File: src/rtl/icache_sa.sv
// icache_sa: N-way set-associative I-cache, true-LRU, multi-beat refill.
// Define ICACHE_SA_STATS_EN to add saturating hitcount/misscount outputs.
module icache_sa #(
  parameter int ADDR_W         = 32,
  parameter int DATA_W         = 32,
  parameter int WAYS           = 2,
  parameter int SETS           = 4,
  parameter int WORDS_PER_LINE = 4
) (
  input  logic              clk,
  input  logic              reset,
  input  logic              ireq,
  input  logic [ADDR_W-1:0] instraddress,
  input  logic [DATA_W-1:0] ifetch,
  input  logic              iready,
  output logic [DATA_W-1:0] instruction,
  output logic              ivalid,
  output logic              hit,
  output logic              miss,
  output logic              fetchreq,
  output logic [ADDR_W-1:0] fetchaddr,
`ifdef ICACHE_SA_STATS_EN
  output logic [31:0]       hitcount,
  output logic [31:0]       misscount,
`endif
  output logic              busy
);
  localparam int OB = $clog2(WORDS_PER_LINE);
  localparam int IB = $clog2(SETS);
  localparam int TB = ADDR_W - OB - IB;
  localparam int AB = (WAYS > 1) ? $clog2(WAYS) : 1;
  localparam logic [AB-1:0] AGE_MAX = AB'(WAYS - 1);
  localparam logic [OB-1:0] LAST_BEAT = OB'(WORDS_PER_LINE - 1);

  typedef enum logic [1:0] {
    S_IDLE, S_LOOKUP, S_REFILL, S_RESPOND
  } state_e;

  state_e state_q, state_d;
  logic [ADDR_W-1:0] addr_q, addr_d;
  logic [OB-1:0] beat_q, beat_d;
  logic [AB-1:0] victim_q, victim_d;
  logic [DATA_W-1:0] word_q, word_d;

  logic valid_q [WAYS][SETS];
  logic valid_d [WAYS][SETS];
  logic [AB-1:0] age_q [WAYS][SETS];
  logic [AB-1:0] age_d [WAYS][SETS];
  logic [TB-1:0] tag_q [WAYS][SETS];
  logic [TB-1:0] tag_d [WAYS][SETS];
  logic [DATA_W-1:0] data_q [WAYS][SETS][WORDS_PER_LINE];
  logic [DATA_W-1:0] data_d [WAYS][SETS][WORDS_PER_LINE];

  logic [OB-1:0] off;
  logic [IB-1:0] idx;
  logic [TB-1:0] tg;
  assign off = addr_q[OB-1:0];
  assign idx = addr_q[OB +: IB];
  assign tg  = addr_q[ADDR_W-1 -: TB];

  logic hit_any, inv_any;
  logic [AB-1:0] hit_way, inv_way, lru_way, lru_age;
  logic promote;
  logic [AB-1:0] pway;

  always_comb begin
    hit_any = 1'b0;
    hit_way = '0;
    inv_any = 1'b0;
    inv_way = '0;
    lru_way = '0;
    lru_age = age_q[0][idx];
    for (int w = 0; w < WAYS; w++) begin
      if (valid_q[w][idx] && tag_q[w][idx] == tg) begin
        hit_any = 1'b1;
        hit_way = AB'(w);
      end
      if (age_q[w][idx] > lru_age) begin
        lru_age = age_q[w][idx];
        lru_way = AB'(w);
      end
    end
    for (int w = WAYS - 1; w >= 0; w--) begin
      if (!valid_q[w][idx]) begin
        inv_any = 1'b1;
        inv_way = AB'(w);
      end
    end
  end

  always_comb begin
    state_d     = state_q;
    addr_d      = addr_q;
    beat_d      = beat_q;
    victim_d    = victim_q;
    word_d      = word_q;
    valid_d     = valid_q;
    tag_d       = tag_q;
    data_d      = data_q;
    promote     = 1'b0;
    pway        = '0;
    instruction = '0;
    ivalid      = 1'b0;
    hit         = 1'b0;
    miss        = 1'b0;
    fetchreq    = 1'b0;
    fetchaddr   = '0;
    busy        = (state_q != S_IDLE);
    unique case (state_q)
      S_IDLE: begin
        if (ireq) begin
          addr_d  = instraddress;
          state_d = S_LOOKUP;
        end
      end
      S_LOOKUP: begin
        if (hit_any) begin
          hit         = 1'b1;
          ivalid      = 1'b1;
          instruction = data_q[hit_way][idx][off];
          promote     = 1'b1;
          pway        = hit_way;
          state_d     = S_IDLE;
        end else begin
          miss     = 1'b1;
          victim_d = inv_any ? inv_way : lru_way;
          // Victim data is overwritten beat by beat, so drop it now.
          valid_d[victim_d][idx] = 1'b0;
          beat_d   = '0;
          state_d  = S_REFILL;
        end
      end
      S_REFILL: begin
        fetchreq  = 1'b1;
        fetchaddr = {tg, idx, beat_q};
        if (iready) begin
          data_d[victim_q][idx][beat_q] = ifetch;
          if (beat_q == off) word_d = ifetch;
          beat_d = beat_q + OB'(1);
          if (beat_q == LAST_BEAT) begin
            valid_d[victim_q][idx] = 1'b1;
            tag_d[victim_q][idx]   = tg;
            promote = 1'b1;
            pway    = victim_q;
            state_d = S_RESPOND;
          end
        end
      end
      S_RESPOND: begin
        ivalid      = 1'b1;
        instruction = word_q;
        state_d     = S_IDLE;
      end
      default: state_d = S_IDLE;
    endcase
  end

  // Ways at or below the promoted age step up (saturating) so that
  // equal post-reset ages separate into a strict order.
  always_comb begin
    age_d = age_q;
    if (promote) begin
      for (int w = 0; w < WAYS; w++) begin
        if (AB'(w) == pway)
          age_d[w][idx] = '0;
        else if (age_q[w][idx] <= age_q[pway][idx] &&
                 age_q[w][idx] != AGE_MAX)
          age_d[w][idx] = age_q[w][idx] + AB'(1);
      end
    end
  end

  always_ff @(posedge clk) begin
    if (reset) begin
      state_q  <= S_IDLE;
      addr_q   <= '0;
      beat_q   <= '0;
      victim_q <= '0;
      word_q   <= '0;
      valid_q  <= '{default: 1'b0};
      age_q    <= '{default: '0};
    end else begin
      state_q  <= state_d;
      addr_q   <= addr_d;
      beat_q   <= beat_d;
      victim_q <= victim_d;
      word_q   <= word_d;
      valid_q  <= valid_d;
      age_q    <= age_d;
    end
  end

  always_ff @(posedge clk) begin
    tag_q  <= tag_d;
    data_q <= data_d;
  end

`ifdef ICACHE_SA_STATS_EN
  logic [31:0] hitcount_q, hitcount_d;
  logic [31:0] misscount_q, misscount_d;

  always_comb begin
    hitcount_d  = hitcount_q;
    misscount_d = misscount_q;
    if (hit && hitcount_q != '1) hitcount_d = hitcount_q + 32'd1;
    if (miss && misscount_q != '1) misscount_d = misscount_q + 32'd1;
  end

  always_ff @(posedge clk) begin
    if (reset) begin
      hitcount_q  <= '0;
      misscount_q <= '0;
    end else begin
      hitcount_q  <= hitcount_d;
      misscount_q <= misscount_d;
    end
  end

  assign hitcount  = hitcount_q;
  assign misscount = misscount_q;
`endif
endmodule

File: config.mk
export PLATFORM = sky130hd
export DESIGN_NAME = icache_sa
export DESIGN_NICKNAME = d
export VERILOG_FILES = /design/src/rtl/icache_sa.sv
export SDC_FILE = /design/constraint.sdc
export NUM_CORES = 1
export LEC_CHECK = 0
export CAP_MARGIN = 20
export CORE_UTILIZATION = 45
export CTS_BUF_LIST = sky130_fd_sc_hd__clkbuf_8
export DETAILED_ROUTE_END_ITERATION = 8
export PLACE_DENSITY = 0.62
export SLEW_MARGIN = 20
export SYNTH_ARGS = -nofsm -noshare
export SYNTH_HDL_FRONTEND = slang
export SYNTH_SLANG_ARGS = --single-unit
File: constraint.sdc
create_clock -name clk -period 4.9 [get_ports clk]
set_input_delay 0.49 -clock clk [delete_from_list [all_inputs] [get_ports clk]]
set_output_delay 0.49 -clock clk [all_outputs]
set_load 0.005 [all_outputs]
Word level (Yosys, flattened, before mapping)
Index checks and enable logic that the tools add are counted.
- memories kept: 0
- bits in latches: 0
- memory bits (writable): 0
- register bits: 1333
- memory bits (read-only): 0
- shift-type cells: 0
- muxes and demuxes: 93
- $add $sub $neg: 3
- eq/ne operators: 12
- bitwise operators: 16
- reductions and logical operators: 22
- div/mod/pow operators: 0
- magnitude comparators: 14
- multiply operators: 0
- operator list (operator ; count):
    2-to-1 mux 512 bit ; 4
    bitwise mux 1024 bit ; 1
    demux 512 bit (select 1 bit) ; 1
    2-to-1 mux 128 bit ; 3
    binary-select mux 128 bit (select 2 bit) ; 1
    demux 128 bit (select 2 bit) ; 1
    bitwise mux 224 bit ; 1
    2-to-1 mux 32 bit ; 5
    2-to-1 mux 28 bit ; 5
    binary-select mux 28 bit (select 2 bit) ; 2
    demux 112 bit (select 1 bit) ; 1
    2-to-1 mux 112 bit ; 1
    binary-select mux 32 bit (select 2 bit) ; 1
    demux 32 bit (select 2 bit) ; 1
    one-hot mux 32 bit (2 select lines) ; 1
    demux 28 bit (select 2 bit) ; 1
    equality test 28 bit ; 2
    2-to-1 mux 4 bit ; 9
    2-to-1 mux 1 bit ; 29
    2-to-1 mux 8 bit ; 3
    one-hot mux 8 bit (2 select lines) ; 1
    2-to-1 mux 2 bit ; 6
    AND reduction 3 bit ; 4
    binary-select mux 1 bit (select 2 bit) ; 5
    other kinds (32) ; 71

Logic depth before layout (Yosys ltp)
Gate-level depths: netlist of the first run.
- word-level depth: 21
- mapped depth: 15

Worst setup path before layout of the first run
OpenSTA, ideal clock, no wires.
- kind: reg-to-reg
- from: register addr_q[2] (netlist name)
- to: register data_q[0] (netlist bit) (enable)
- setup time: 421 ps
- data required time: 4479 ps
- cell stages (with the launch flop): 12
- arrival time: 3613 ps
- path buffers: 9
- slack: 866 ps
- period minus slack after synthesis: 4034 ps
- cell sequence: dfxtp_1 buf_6 buf_8 buf_6 buf_4 buf_2 buf_4 buf_2 buf_2 nand2_1 clkbuf_1 nor2_1
- RTL lines (item ; RTL line ; RTL):
    end signal, assigned ; 195 ; data_q <= data_d;
    end, declared ; 51 ; logic [DATA_W-1:0] data_q [WAYS][SETS][WORDS_PER_LINE];

Worst setup path in the final report of the first run
- from: register addr_q[2]
- to: output port instruction[21]
- word-level cells in the longest chain between the ends: 19
- RTL lines (item ; RTL line ; RTL):
    start, declared ; 40 ; logic [ADDR_W-1:0] addr_q, addr_d;
    start signal, assigned ; 184 ; addr_q <= addr_d;
    inverter 2 -> 3 bit (not written as such) (*) ; 74, 120 ;
    binary-select mux 28 bit (select 2 bit) ; 74 ; if (valid_q[w][idx] && tag_q[w][idx] == tg) begin
    2-to-1 mux 28 bit (not written as such) (2 in a row) ; 74 ;
    equality test 28 bit ; 74 ;
    logical AND 1 bit ; 74 ;
    2-to-1 mux 1 bit ; 74 ;
    inverter 1 -> 2 bit (not written as such) ; 120 ; instruction = data_q[hit_way][idx][off];
    2-to-1 mux 512 bit (not written as such) (3 in a row) ; 120 ;
    binary-select mux 128 bit (select 2 bit) ; 120 ;
    2-to-1 mux 128 bit (not written as such) (2 in a row) ; 120 ;
    binary-select mux 32 bit (select 2 bit) ; 120 ;
    2-to-1 mux 32 bit (not written as such) (2 in a row) ; 120 ;
    2-to-1 mux 32 bit (*) ; 117 ; if (hit_any) begin
    one-hot mux 32 bit (2 select lines) (*) ; 109 ; unique case (state_q)
    end, declared ; 16 ; output logic [DATA_W-1:0] instruction,
Mark *: on every way between the ends. The rest lies on a longest branch, timed or not. The select of a mux whose other input is x is not followed.

==> results by group, run 1 <==
Pwr
  – Pwr Density: 375.0 nW/um^2
  – P_leak: 19.97 nW
  – Switch Pwr: 5.616 mW
  – Sequential Power Share: 53.9%
  – Sw Ratio: 24.03%
  – Combinational Power Share: 7.6%
  – Power, Total: 23.37 mW
  – Worst VDD drop: 0.2400 mV
  – Clock share of power: 38.5%
  – P_int: 17.75 mW

Logic synthesis
  – Post-synth top area share: 70.85%
  – Post-synthesis average cell area: 18.68 um^2
  – Sequential area share after synthesis: 74.07%
  – Ys flop type: edfxtp_1
  – Syn nets: 2909
  – Synth Register Bits: 1333
  – Top-count cell post-synth: edfxtp_1
  – Synth cell count leaders: edfxtp_1 (1248), mux4_2 (299), nor2_1 (255)
  – Cells after Synth: 2832
  – Synth top area cells: edfxtp_1 (71%), mux4_2 (13%), dfxtp_1 (3.2%)
  – EDFF count, synth: 1248
  – Top cell type by total area after synthesis: edfxtp_1
  – Distinct cells, synth: 69
  – Async S/R FF share, synth: 0%
  – Cell Area, Synth: 52900 um^2
  – Synth warn: 0

Setup path
  – R2R depth: 15
  – Setup crit end kind: output port
  – Worst path max stage delay: 0.54 ns
  – Critical Path Start Type: flip-flop
  – Worst R2R Start: addr_q[2]
  – Critical path buffers and inverters: 8
  – Worst R2R Setup Slack: 1.29 ns
  – Crit-path cells: buf_12 -> buf_12 -> buf_6 -> mux4_2 -> xnor2_2 -> nand2_2 -> nor3b_2 -> o211a_2 -> buf_6 -> nand2_8 -> buf_12 -> buf_6 -> buf_6 -> o311a_1 -> a221o_2 -> buf_2
  – Crit path required time: 4.41 ns
  – CP max stage cell: mux4_2
  – Reg2reg end: valid_q[6]
  – Most frequent CP cell: buf_6
  – CP Max Fanout: 9
  – Crit path kind: flip-flop to output port
  – Crit path DAT: 4.51 ns
  – Critical path's top delay family: buffers and inverters

CTS
  – H-tree depth: 4
  – Clock tree root buffer cell: clkbuf_8
  – Clock sink total: 1333
  – CTS tree: yes
  – Reg clk slew, reported paths: 0.06 ns
  – Clock Latency Late Sink: 0.92 ns
  – Inserted Clock Buffers: 212
  – Post-CTS Hold Fix Bufs: 0
  – Max Buffers Root-to-Sink: 3

Placement
  – I/O Buffers: 136
  – Dpl ws: 0.1116 ns
  – Placed Cells: 4438
  – Area post-placement: 56890 um^2
  – Hpwl dp: 77560 um
  – GPL Wtd Cong: 0.8339

Finish
  – Nets: 3267
  – Area added between synthesis and finish: 17.81%
  – Non-filler cells, final: 4901
  – Layout cells sized above 1: 29.33%
  – Cell area after layout: 62310 um^2
  – Final-layout fill cell count: 9133
  – Register area: 39190 um^2
  – Area of the multi-input gates: 13660 um^2

Floorplanning
  – Initial Utilization: 45.46%
  – Rows: 125
  – Ports: 137
  – Die span in y: 344.9 um
  – Die area: 118900 um^2
  – Die Width: 344.9 um
  – CORE AREA: 116400 um^2

Global route
  – Gr usage total: 23.79%
  – Largest net degree at the start of global routing: 132
  – Vias in the first global route: 29690
  – First-pass GRT wire length: 202900 um
  – Congestion Overflow GR: 0
  – Initial antenna violation count: 12

Timing
  – Slew @ Worst Pin: 1.134 ns
  – Fin crit period: 4.996 ns
  – Max-slew violation total from the final report: 0
  – RSZ-0062 raised after global routing: true
  – Final hold violation count: 0
  – Clock Skew: 0.07396 ns
  – Worst slew margin: 24.39%
  – Max Clk Rate: 200.2 MHz
  – Hold_ws: 0.07812 ns
  – Period utilisation layout: 102.0%
  – Final setup margin: -0.09622 ns
  – Finish-stage setup viols: 17

Routing
  – Routed len/inst: 28.86 um
  – First-pass iteration count of the detailed router: 6
  – DR vias/cell: 5.966
  – ANT nets after route: 0
  – Wirelength, routed: 141500 um
  – Initial DRC count: 3122
  – Vias: 29240
  – Detailed-route DRC error count: 0

Min path
  – HP Start: ifetch[11]
  – Worst Hold Path EP: word_q[11]
  – Hold path cells: 3
  – Worst Hold Class: primary input to flip-flop

Run
  – MaxCap Viol Count: 0

Status
  – Failing checks: negative setup slack
  – Outcome: finished, violations left
-- cells by family (layout without fill, tap and decap cells) --
| group | Yosys count | count (layout) | share of synthesized area [%] |
|---|---|---|---|
| flops | 1333 | 1333 | 74.07 |
| simple gates | 595 | 596 | 4.927 |
| mux | 407 | 407 | 14.92 |
| compound gates | 233 | 233 | 3.193 |
| buf+inv | 204 | 743 | 1.840 |
| xor+xnor | 51 | 51 | 0.8445 |
| fa+ha+maj | 9 | 9 | 0.2129 |
| other cells | 0 | 5 | 0 |
-- cell type report --
type	count	share of cell area, %
antenna	5	0.02008
clock buffer	222	4.903
clock inverter	174	1.590
inverter	24	0.1687
multi-input combinational	1296	21.92
sequential	1333	62.89
tap	1524	3.060
timing repair buffer	323	5.443
-- cell usage in the layout (no fill, tap or decap), types with 13 or more instances in the layout --
cell	netlist	routed
a211oi_1	24	17
a21oi_1	78	78
a221o_1	22	20
and2_1	26	26
buf_12	0	39
buf_2	47	48
buf_4	8	113
buf_6	14	19
clkbuf_8	0	222
clkdlybuf4s50_1	0	80
clkinv_1	0	56
clkinv_2	0	30
dfxtp_1	85	81
edfxtp_1	1248	1248
inv_1	21	87
mux2_2	33	30
mux2i_1	60	58
mux4_2	299	299
nand2_1	201	196
nand3_1	14	13
nor2_1	255	215
nor2_4	0	37
nor3_1	25	14
o211ai_1	13	13
o311a_1	23	19
o311ai_1	9	13
xnor2_1	43	33
-- registers in the layout, summed over array words and instances, names as in the netlist, named ones only --
signal,cells
data_q,1024
tag_q,224
addr_q,32
word_q,32
age_q,8
valid_q,8
beat_q,2
state_q,1
victim_q,1
-- worst max-delay path by stage --
stage,from,end,depth (start not counted)
after detailed placement,addr_q[3],instruction[24],15
after CTS,addr_q[2],instruction[6],14
final,addr_q[2],instruction[21],16
after global routing,addr_q[2],instruction[25],16
after floorplan,addr_q[2],data_q[0],11
after global placement,addr_q[3],instruction[0],14
-- per-stage QoR --
step / utilization (%) / setup TNS [ns]
final: 53.55 / -0.5033
after global routing: 53.55 / -5.055
after CTS: 53.20 / -2.255
after detailed placement: 48.89 / 0
after global placement: 48.89 / 0
after floorplan: - / 0
-- layer usage --
layer  vias to the layer above  share of wire [%]  track usage (%)
met5                         -              0.034                0
met4                         8                2.9            7.535
met3                       291                7.7            4.766
met2                      1381                 49            38.25
met1                     15400                 41            32.78
li1                      12160                  -                -
-- power by group through the flow --
stage               Sequential, mW  Clock (mW)  Combinational (mW)
floorplan                     12.8           0                1.06
global placement              12.8           0                1.65
detailed placement            12.8           0                1.67
CTS                           12.6        9.15                1.75
global route                  12.6        9.62                1.89
finish                        12.6        9.00                1.77
-- worst register-to-register path, stage by stage, from the launching register on --
cell,delay [ns]
dfxtp_4,0.40
buf_12,0.13
buf_12,0.14
buf_6,0.13
mux4_2,0.54
xnor2_2,0.17
nand2_2,0.11
nor3b_2,0.05
o211a_2,0.17
buf_4,0.14
a22oi_2,0.25
nand2b_4,0.32
clkinv_8,0.13
buf_4,0.20
or4_1,0.50
o21ai_1,0.18
-- what timing repair did --
action,CTS,global route
setup endpoints to repair,34,34
gates cloned,7,7
resized for setup,217,65
pin swaps,52,31
setup buffers,40,11
endpoints found under the hold margin,0,0
Note: power is estimated with default switching activity, not from simulation.
==> run 2: changes to the inputs <==
--- a/config.mk
+++ b/config.mk
@@ -9,6 +9,7 @@
 export CORE_UTILIZATION = 45
 export CTS_BUF_LIST = sky130_fd_sc_hd__clkbuf_8
 export DETAILED_ROUTE_END_ITERATION = 8
+export GPL_ROUTABILITY_DRIVEN = 0
 export PLACE_DENSITY = 0.62
 export SLEW_MARGIN = 20
 export SYNTH_ARGS = -nofsm -noshare
==> results of run 2 <==
The final DEF is identical to that of run 1; final timing and power are the same.
